==> src/rtl/sha2_msg_sched_stream.sv <==
// sha2_msg_sched_stream
//   SHA-2 message-schedule expander with valid/ready handshakes on both sides.
//   Takes the 16 message words of a block, passes each one straight through as
//   W[0..15], then generates W[16..NUM_ROUNDS-1] from a 16-word sliding window.
//   WORD_W selects the sigma functions: 32 for SHA-256, 64 for SHA-512.
//
//   Build option: define SHA2_SCHED_PIPE_EN to split the four-input schedule
//   add over two cycles (two partial sums, then their total). Expanded words
//   then come out every second cycle. The word values are the same as in the
//   single-cycle build. Without the macro, each expanded word is one
//   four-input add.

module sha2_msg_sched_stream #(
    parameter int WORD_W     = 32,
    parameter int NUM_ROUNDS = 64
) (
    input  logic              clk,
    input  logic              reset_n,
    input  logic              blk_start,
    input  logic              m_valid,
    output logic              m_ready,
    input  logic [WORD_W-1:0] m_word,
    output logic              w_valid,
    input  logic              w_ready,
    output logic [WORD_W-1:0] w_word,
    output logic [6:0]        w_round,
    output logic              w_last,
    output logic              busy
);

    // Only the two SHA-2 word sizes have defined sigma functions.
    generate
        if (WORD_W != 32 && WORD_W != 64) begin : g_bad_word_w
            $error("sha2_msg_sched_stream: WORD_W must be 32 or 64");
        end
        if (NUM_ROUNDS < 17 || NUM_ROUNDS > 127) begin : g_bad_rounds
            $error("sha2_msg_sched_stream: NUM_ROUNDS must be in 17..127");
        end
    endgenerate

    typedef enum logic [1:0] {
        S_IDLE,
        S_LOAD,
        S_EXPAND,
        S_DRAIN
    } state_t;

    localparam logic [6:0] LAST_T      = 7'(NUM_ROUNDS - 1);
    localparam logic [6:0] LOAD_LAST_T = 7'd15;

    // Rotate and shift amounts for the two sigma functions, selected by word size.
    localparam int S0_R1 = (WORD_W == 64) ? 1  : 7;
    localparam int S0_R2 = (WORD_W == 64) ? 8  : 18;
    localparam int S0_SH = (WORD_W == 64) ? 7  : 3;
    localparam int S1_R1 = (WORD_W == 64) ? 19 : 17;
    localparam int S1_R2 = (WORD_W == 64) ? 61 : 19;
    localparam int S1_SH = (WORD_W == 64) ? 6  : 10;

    function automatic logic [WORD_W-1:0] rotr(input logic [WORD_W-1:0] x, input int unsigned n);
        return (x >> n) | (x << (WORD_W - n));
    endfunction

    function automatic logic [WORD_W-1:0] sigma0(input logic [WORD_W-1:0] x);
        return rotr(x, S0_R1) ^ rotr(x, S0_R2) ^ (x >> S0_SH);
    endfunction

    function automatic logic [WORD_W-1:0] sigma1(input logic [WORD_W-1:0] x);
        return rotr(x, S1_R1) ^ rotr(x, S1_R2) ^ (x >> S1_SH);
    endfunction

    state_t            state;
    state_t            state_next;
    logic [6:0]        t;
    logic [WORD_W-1:0] win [16];
    logic              slot_free;
    logic              load_word;
    logic              expand_word;
    logic [WORD_W-1:0] w_next;
    logic [WORD_W-1:0] new_word;

    // The output register can take a new word when it is empty or being drained this cycle.
    assign slot_free = !w_valid || w_ready;

`ifdef SHA2_SCHED_PIPE_EN
    logic              phase_b;
    logic [WORD_W-1:0] p0;
    logic [WORD_W-1:0] p1;

    assign w_next = p0 + p1;
`else
    assign w_next = sigma1(win[14]) + win[9] + sigma0(win[1]) + win[0];
`endif

    assign new_word = load_word ? m_word : w_next;

    // Next-state and handshake decode. blk_start wins over everything, including a waiting m_valid.
    always_comb begin
        // NOTE: every output of this block gets a default first, so no path leaves one unassigned and no latch is inferred.
        state_next  = state;
        m_ready     = 1'b0;
        load_word   = 1'b0;
        expand_word = 1'b0;
        if (blk_start) begin
            state_next = S_LOAD;
        end else begin
            unique case (state)
                S_IDLE: begin
                    state_next = S_IDLE;
                end
                S_LOAD: begin
                    m_ready = slot_free;
                    if (m_valid && slot_free) begin
                        load_word = 1'b1;
                        if (t == LOAD_LAST_T) begin
                            state_next = S_EXPAND;
                        end
                    end
                end
                S_EXPAND: begin
`ifdef SHA2_SCHED_PIPE_EN
                    if (phase_b && slot_free) begin
`else
                    if (slot_free) begin
`endif
                        expand_word = 1'b1;
                        if (t == LAST_T) begin
                            state_next = S_DRAIN;
                        end
                    end
                end
                S_DRAIN: begin
                    if (w_ready) begin
                        state_next = S_IDLE;
                    end
                end
            endcase
        end
    end

    // State register. busy follows the state, so it is high from the start pulse until the last word is taken.
    always_ff @(posedge clk or negedge reset_n) begin
        // NOTE: sequential state uses non-blocking assignments so every flop samples pre-edge values.
        if (!reset_n) begin
            state <= S_IDLE;
            busy  <= 1'b0;
        end else begin
            state <= state_next;
            busy  <= (state_next != S_IDLE);
        end
    end

    // Sliding window of the last 16 schedule words. win[0] is the oldest word and win[15] the newest.
    always_ff @(posedge clk or negedge reset_n) begin
        // NOTE: the window is a flop array rather than a RAM. It takes the async reset so a block cut short by reset leaves nothing behind.
        if (!reset_n) begin
            for (int i = 0; i < 16; i++) begin
                win[i] <= '0;
            end
        end else if (blk_start) begin
            for (int i = 0; i < 16; i++) begin
                win[i] <= '0;
            end
        end else if (load_word || expand_word) begin
            for (int i = 0; i < 15; i++) begin
                win[i] <= win[i+1];
            end
            win[15] <= new_word;
        end
    end

    // Output slot and round counter. Under back-pressure nothing here changes.
    always_ff @(posedge clk or negedge reset_n) begin
        if (!reset_n) begin
            w_valid <= 1'b0;
            w_word  <= '0;
            w_round <= '0;
            w_last  <= 1'b0;
            t       <= '0;
        end else if (blk_start) begin
            w_valid <= 1'b0;
            w_last  <= 1'b0;
            t       <= '0;
        end else if (load_word || expand_word) begin
            w_valid <= 1'b1;
            w_word  <= new_word;
            w_round <= t;
            w_last  <= expand_word && (t == LAST_T);
            t       <= t + 7'd1;
        end else if (w_ready) begin
            w_valid <= 1'b0;
            w_last  <= 1'b0;
        end
    end

`ifdef SHA2_SCHED_PIPE_EN
    // Two-phase expansion. Phase A registers the partial sums from the current window.
    // Phase B loads their total into the output slot once the slot is free.
    always_ff @(posedge clk or negedge reset_n) begin
        if (!reset_n) begin
            phase_b <= 1'b0;
            p0      <= '0;
            p1      <= '0;
        end else if (blk_start) begin
            phase_b <= 1'b0;
        end else if (state == S_EXPAND) begin
            if (!phase_b) begin
                p0      <= sigma0(win[1]) + win[0];
                p1      <= sigma1(win[14]) + win[9];
                phase_b <= 1'b1;
            end else if (expand_word) begin
                phase_b <= 1'b0;
            end
        end
    end
`endif

endmodule

==> config.mk <==
export PLATFORM = sky130hd
export DESIGN_NAME = sha2_msg_sched_stream
export DESIGN_NICKNAME = d
export VERILOG_FILES = /design/src/rtl/sha2_msg_sched_stream.sv
export SDC_FILE = /design/constraint.sdc
export NUM_CORES = 1
export LEC_CHECK = 0
export CORE_MARGIN = 4
export CORE_UTILIZATION = 55
export DETAILED_ROUTE_END_ITERATION = 10
export GPL_TIMING_DRIVEN = 0
export MAX_ROUTING_LAYER = met4
export PLACE_DENSITY = 0.75
export SLEW_MARGIN = 30
export SYNTH_ARGS = -nofsm -noshare
export SYNTH_HDL_FRONTEND = slang
export SYNTH_SLANG_ARGS = --single-unit
==> constraint.sdc <==
create_clock -name clk -period 4.81 [get_ports clk]
set_clock_uncertainty 0.05 [all_clocks]
set_input_delay 0.7215 -clock clk [delete_from_list [all_inputs] [get_ports clk]]
set_output_delay 0.7215 -clock clk [all_outputs]
set_load 0.1 [all_outputs]
==> run_results.csv, run 1 <==
group,metric,value,unit
pwr,p_per_area,366,mW/mm^2
layout,final_nets,3213,
hold_path,whs_path_depth,2,
critical_path,crit_arrival,5110,ps
placement,gp_congestion,0.971,
placement,io_buffers,79,
timing,setup_violations,0,
clock_tree,clock-sinks,563,
clock_tree,htree_levels,2,
run_status,status,"finished clean",
critical_path,regToRegEndpoint,"w_word[27]$_DFFE_PN0P_",
timing,worst_slack,138,ps
synthesis,synth_cells,2941,
layout,fill_cells,4061,
global_routing,grt_overflow,0,
floorplan,rows,81,
routing,top_layer,"met4",
layout,multi_input_area,0.0120,sq mm
routing,drtIter0Drc,1882,
timing,max_freq,214,MHz
floorplan,core,0.0491,sq mm
timing,min_period_over_period,97.1,%
floorplan,die_h,231,um
timing,hold_viol,0,
global_routing,track_usage,30.6,%
layout,seq_area,0.0141,sq mm
placement,dp_slack,-44.1,ps
synthesis,syn-cell-area,0.0274,sq mm
critical_path,crit_path_end,"w_word[27]$_DFFE_PN0P_",
global_routing,grt_pass1_wl,123000,um
clock_tree,clk_latency,630,ps
critical_path,r2r_cells,15,
routing,viasPerCell,5.55,
critical_path,crit_required,5250,ps
timing,setup_tns,0,ps
routing,vias,21100,
layout,drive_gt1_share,4.31,%
placement,dp_hpwl,58700,um
floorplan,dieArea,0.0534,sq mm
floorplan,start_util,55.8,%
routing,dr_wl_met3,5360,um
clock_tree,clockRootBuffer,"clkbuf_16",
routing,ant_nets,0,
synthesis,yosysTopAreaCell,"dfrtp_1",
routing,drc,0,
layout,layout_commonest_cell,"nand2_1",
pwr,ir_drop,0.374,mV
routing,wl_met2,36100,um
global_routing,grt_pass1_vias,21400,
clock_tree,path_clk_slew,70,ps
critical_path,regToRegStartpoint,"win[50]$_DFFE_PN0P_",
timing,slew_violations,0,
timing,relSlewSlack,31.7,%
clock_tree,cts-buffers-inserted,58,
global_routing,grt_max_degree,91,
pwr,p_leak,15.3,nW
timing,timing.hold.ws,402,ps
layout,area_growth,13.9,%
layout,final_cell_mix,"nand2_1 (1010), dfrtp_1 (563), nand3b_1 (337), clkbuf_1 (213), a21oi_1 (154)",
routing,routedWlPerCell,20.7,um
flow_run,cap_violations,0,
synthesis,syn_avg_cell_area,9.31,sq um
routing,drt_first_pass_iters,5,
global_routing,antenna_found_initial,0,
synthesis,synthTopCellsByArea,"dfrtp_1 (51%), nand2_1 (14%), nand3b_1 (9.2%)",
layout,diodes,0,
layout,final_cells,3793,
clock_tree,cts_buffer_depth,3,
synthesis,syn_nets,3072,
critical_path,cp-start-kind,"register",
synthesis,yosysWarnings,0,
placement,placed_cells,3690,
floorplan,ios,80,
timing,post-route-min-period,4670,ps
critical_path,crit_path_max_fanout,5,
critical_path,timing.critical_path.from,"win[50]$_DFFE_PN0P_",
routing,drt-total-wl,78300,um
synthesis,ys_seq_area_share,51.5,%
timing,tightest_slew,1020,ps
synthesis,synth_edf_count,0,
synthesis,synth-seq-cells,563,
synthesis,synth.distinct_cells,61,
hold_path,min_path_type,"reg -> reg",
synthesis,synth_top_area_share,51.5,%
routing,wl_met1,33800,um
critical_path,rrSetupSlack,140,ps
synthesis,ys_async_sr_fraction,100,%
critical_path,cp-end-kind,"register",
floorplan,die_x,231,um
synthesis,ys.flop_type,"dfrtp_1",
critical_path,worstSetupPathType,"reg -> reg",
clock_tree,cts_tree,"done",
==> cell type report <==
class,instances,share of cell area (%)
Buffer,229,2.84
Clock buffer,83,5.28
Clock inverter,24,1.08
Inverter,125,1.50
Multi-Input combinational cell,2019,38.4
Sequential cell,563,45.2
Tap cell,664,2.66
Timing Repair Buffer,86,3.11
==> critical path, stage by stage, from the launching register on <==
cell and delay (ps):
dfrtp_1 550, xor2_1 270, xnor2_2 130, fa_1 510, inv_1 50, fa_1 450, ha_1 240, fa_1 480
a21oi_1 210, o21ai_1 150, a2111oi_2 430, o41ai_2 190, a21oi_2 270, o31ai_2 110, xnor2_1 340, a21oi_1 120
==> cell usage after synthesis, types with 4 or more instances <==
library cell,n
nand2_1,1010
dfrtp_1,563
nand3b_1,337
clkbuf_1,203
a21oi_1,156
inv_1,125
xnor2_1,93
fa_1,62
xor2_1,58
ha_1,32
o21ai_0,32
o31ai_1,30
nor2_1,26
a22oi_1,23
o21ai_1,20
a21o_1,19
buf_1,16
buf_2,14
nor2b_1,11
a211oi_1,10
and3_1,9
nand3_1,8
a221o_1,7
nand4_1,7
and2_1,6
o21a_1,5
o21bai_1,5
mux2i_1,4
==> repair_timing <==
| item | 4_1_cts | 5_1_grt |
|---|---|---|
| hold buffers | 1 | 0 |
| endpoints found under the setup margin | 4 | 14 |
| setup buffers | 0 | 0 |
| resized for setup | 0 | 8 |
| endpoints found under the hold margin | 53 | 0 |
==> report_power, final <==
part / total (mW) / internal [mW] / switching, mW
clock network: 4.70 / 2.76 / 1.94
registers: 4.95 / 4.86 / 0.0887
logic: 1.78 / 0.443 / 1.34
total: 11.4 / 8.06 / 3.36
==> registers in the layout, summed over array words and instances, names as in the netlist <==
name     cells
w_last       1
win        512
w_valid      1
w_round      7
busy         1
t            7
state        2
w_word      32
==> cells by family (layout without fill, tap and decap cells) <==
group / Yosys count / after routing / synth area share [%]
AO/OA/AOI/OAI: 340 / 340 / 7.73
buffers and inverters: 359 / 547 / 5.01
flip-flops: 563 / 563 / 51.5
AND/OR/NAND/NOR: 1429 / 1429 / 24.8
adder cells (fa/ha/maj): 94 / 94 / 6.00
XOR/XNOR: 152 / 152 / 4.89
multiplexers: 4 / 4 / 0.146
==> layer usage <==
metal | up-vias | GRT usage, %
met5 | - | -
li1 | 9756 | -
met3 | 165 | 5.74
met4 | 0 | 10.8
met2 | 640 | 46.5
met1 | 10500 | 42.0
==> worst min-delay path by stage <==
stage,startpoint,endpoint,slack (ps)
2_1_floorplan,reset_n,busy$_DFF_PN0_,380
3_3_place_gp,win[9]$_DFFE_PN0P_,win[41]$_DFFE_PN0P_,400
3_5_place_dp,win[11]$_DFFE_PN0P_,win[43]$_DFFE_PN0P_,400
4_1_cts,win[188]$_DFFE_PN0P_,win[220]$_DFFE_PN0P_,410
5_1_grt,win[87]$_DFFE_PN0P_,win[119]$_DFFE_PN0P_,430
6_report,win[188]$_DFFE_PN0P_,win[220]$_DFFE_PN0P_,400
==> per-stage QoR <==
| stage | total power, mW | cell area [sq um] | utilization (%) |
|---|---|---|---|
| after floorplan | 6.17 | 27400 | - |
| after global placement | 6.76 | 29000 | 59.1 |
| after detailed placement | 6.78 | 29200 | 59.5 |
| after CTS | 11.5 | 31100 | 63.5 |
| after global routing | 11.8 | 31200 | 63.6 |
| final | 11.4 | 31200 | 63.6 |
(Power assumes the default switching activity.)
==> inputs of run 2 (changes only) <==
CELL_PAD_IN_SITES_DETAIL_PLACEMENT = 1   (was unset)
CELL_PAD_IN_SITES_GLOBAL_PLACEMENT = 2   (was unset)
CORE_UTILIZATION = 40   (was 55)
CTS_CLUSTER_DIAMETER = 60   (was unset)
PLACE_DENSITY = 0.83   (was 0.75)
==> run 2 against run 1 <==
Against the previous run: final cell count grew 5.8%; global-route usage is 5.0 points lower; sequential share of layout area down 1.0 points; hold slack gained 18 ps; worst setup slack improved by 55 ps; flip-flop and latch count unchanged; combinational power increased by 2%; power up 6.5%; non-clock buffer count down 9; die area rose by 36%; via count is 0.45% higher; wire length increased by 16%; critical path type unchanged.
==> run_results.csv, run 2 (synthesis gave the netlist of run 1 again) <==
group,metric,value,unit
layout,multi_input_area,0.0121,sq mm
floorplan,ios,80,
clock_tree,cts_tree,"done",
timing,relSlewSlack,31.1,%
critical_path,cpMaxStageDelayCell,"fa_1",
timing,hold_viol,0,
critical_path,cp-start-kind,"register",
timing,tightest_slew,1030,ps
clock_tree,cts-buffers-inserted,69,
routing,ant_nets,0,
timing,post-route-min-period,4620,ps
critical_path,crit_path_max_fanout,5,
pwr,p_per_area,381,mW/mm^2
routing,drt_first_pass_iters,5,
timing,min_period_over_period,96.0,%
run_status,status,"finished clean",
clock_tree,path_clk_slew,60,ps
global_routing,grt_pass1_vias,23100,
critical_path,timing.critical_path.from,"win[50]$_DFFE_PN0P_",
clock_tree,htree_levels,3,
hold_path,min_path_type,"reg -> reg",
layout,final_cell_mix,"nand2_1 (1010), dfrtp_1 (559), nand3b_1 (337), clkbuf_1 (197), a21oi_1 (154)",
clock_tree,clock-sinks,563,
global_routing,grt-busiest-layer,"met2",
routing,routedWlPerCell,22.6,um
routing,viasPerCell,5.27,
global_routing,grt_max_degree,88,
critical_path,worstSetupPathType,"reg -> reg",
clock_tree,clk_latency,620,ps
global_routing,grtUsageMet1,33.6,%
layout,reg_top3,"win x512, w_word x32",
layout,seq_area,0.0141,sq mm
floorplan,dieArea,0.0727,sq mm
hold_path,hp-start,"win[280]$_DFFE_PN0P_",
clock_tree,clockRootBuffer,"clkbuf_16",
flow_run,cap_violations,0,
global_routing,grt_pass1_wl,140000,um
floorplan,die_x,270,um
routing,drc,0,
global_routing,grt_util_met3,4.42,%
pwr,p_leak,15.5,nW
layout,top_register,"win",
critical_path,worstPathCellList,"xor2_2 > xnor2_2 > fa_1 > inv_1 > fa_1 > ha_1 > fa_1 > a21oi_1 > o21ai_1 > a2111oi_4 > o41ai_4 > a21o_1 > a21o_1 > xnor2_2 > a21oi_1",
floorplan,die_h,270,um
routing,vias,21100,
layout,final_area,0.0319,sq mm
layout,fill_cells,7667,
timing,setup_violations,0,
pwr,power.total,12.2,mW
clock_tree,cts_buffer_depth,3,
critical_path,regToRegStartpoint,"win[50]$_DFFE_PN0P_",
critical_path,cp-end-kind,"register",
placement,io_buffers,79,
global_routing,track_usage,25.6,%
placement,gp_congestion,0.924,
layout,drive_gt1_share,5.61,%
timing,max_freq,217,MHz
timing,slew_violations,0,
critical_path,cpPeakStageDelay,510,ps
critical_path,cpMostUsedCell,"fa_1",
layout,final_nets,3215,
routing,drtIter0Drc,1595,
layout,layout_commonest_cell,"nand2_1",
floorplan,rows,95,
layout,area_growth,16.7,%
pwr,ir_drop,0.318,mV
global_routing,grt.met2_usage,41.2,%
layout,largest_reg_flops,512,
placement,dp_slack,-225,ps
global_routing,grt_overflow,0,
placement,dp_hpwl,69100,um
critical_path,crit_required,5230,ps
global_routing,antenna_found_initial,1,
placement,placed_area,0.0295,sq mm
critical_path,crit_arrival,5040,ps
timing,worst_slack,192,ps
floorplan,core,0.0675,sq mm
clock_tree,post_cts_buffers,0,
routing,drt-total-wl,90800,um
floorplan,start_util,40.5,%
run 2: changes by cell type in the layout (fill, tap and decap cells not counted), moves of 2 or more:
cell / previous run / this run
clkbuf_16: 58 / 73
clkbuf_2: 0 / 4
xor2_2: 0 / 2
clkinv_2: 7 / 11
clkinvlp_4: 3 / 1
xnor2_2: 5 / 13
dfrtp_1: 563 / 559
clkbuf_8: 10 / 15
dfrtp_2: 0 / 4
xor2_1: 58 / 56
xnor2_1: 89 / 81
bufinv_16: 7 / 4
clkbuf_1: 213 / 197
run 2: power by group:
part / switching [mW] / internal (mW) / leakage, nW
combinational: 1.37 / 0.451 / 6.60
clock: 2.14 / 3.24 / 1.17
sequential: 0.104 / 4.86 / 7.77
run 2: per-stage QoR:
stage	TNS (ps)	utilization, %	hold slack (ps)	std cells
after floorplan	0	-	376	2941
after global placement	-	43.3	402	3893
after detailed placement	-708	43.6	405	3900
after CTS	0	47.2	423	4025
after global routing	-29.3	47.3	438	4013
final	0	47.3	420	4013
run 2: final timing paths:
kind	endpoint	cells past startpoint	slack, ps
worst max-delay path	w_word[23]$_DFFE_PN0P_	15	190
worst min-delay path	win[312]$_DFFE_PN0P_	2	420
worst max register to register	w_word[23]$_DFFE_PN0P_	15	190
worst min register to register	win[312]$_DFFE_PN0P_	2	420
max in group asynchronous	win[51]$_DFFE_PN0P_	5	2420
min in group asynchronous	win[366]$_DFFE_PN0P_	2	580
run 2: per-layer routing:
layer  wire length, um  vias up
met5                 0        -
met4              2890        0
met3              3510      143
met2             43400      366
met1             41000    10900
li1                  -     9786
run 2: cell type report:
cell class | count | share of cell area, %
tap | 873 | 3.42
timing repair buffer | 87 | 3.13
clock inverter | 25 | 0.862
clock buffer | 101 | 6.52
buffer | 219 | 2.67
sequential | 563 | 44.1
inverter | 125 | 1.47
antenna | 1 | 0.00784
multi-input combinational | 2019 | 37.8
run 2: what timing repair did:
action | 4_1_cts | 5_1_grt
hold buffers | 1 | 0
resized for setup | 4 | 22
setup endpoints to repair | 9 | 16
hold endpoints to repair | 46 | 0
run 2: worst max-delay path, delay by kind of cell, from the launching register on:
family                     cells  cell delay, ps
AOI/OAI and AO/OA              7            1580
buffers and inverters          1              60
adders and majority gates      4            1640
DFF                            1             490
xor gates and xnor gates       3             630
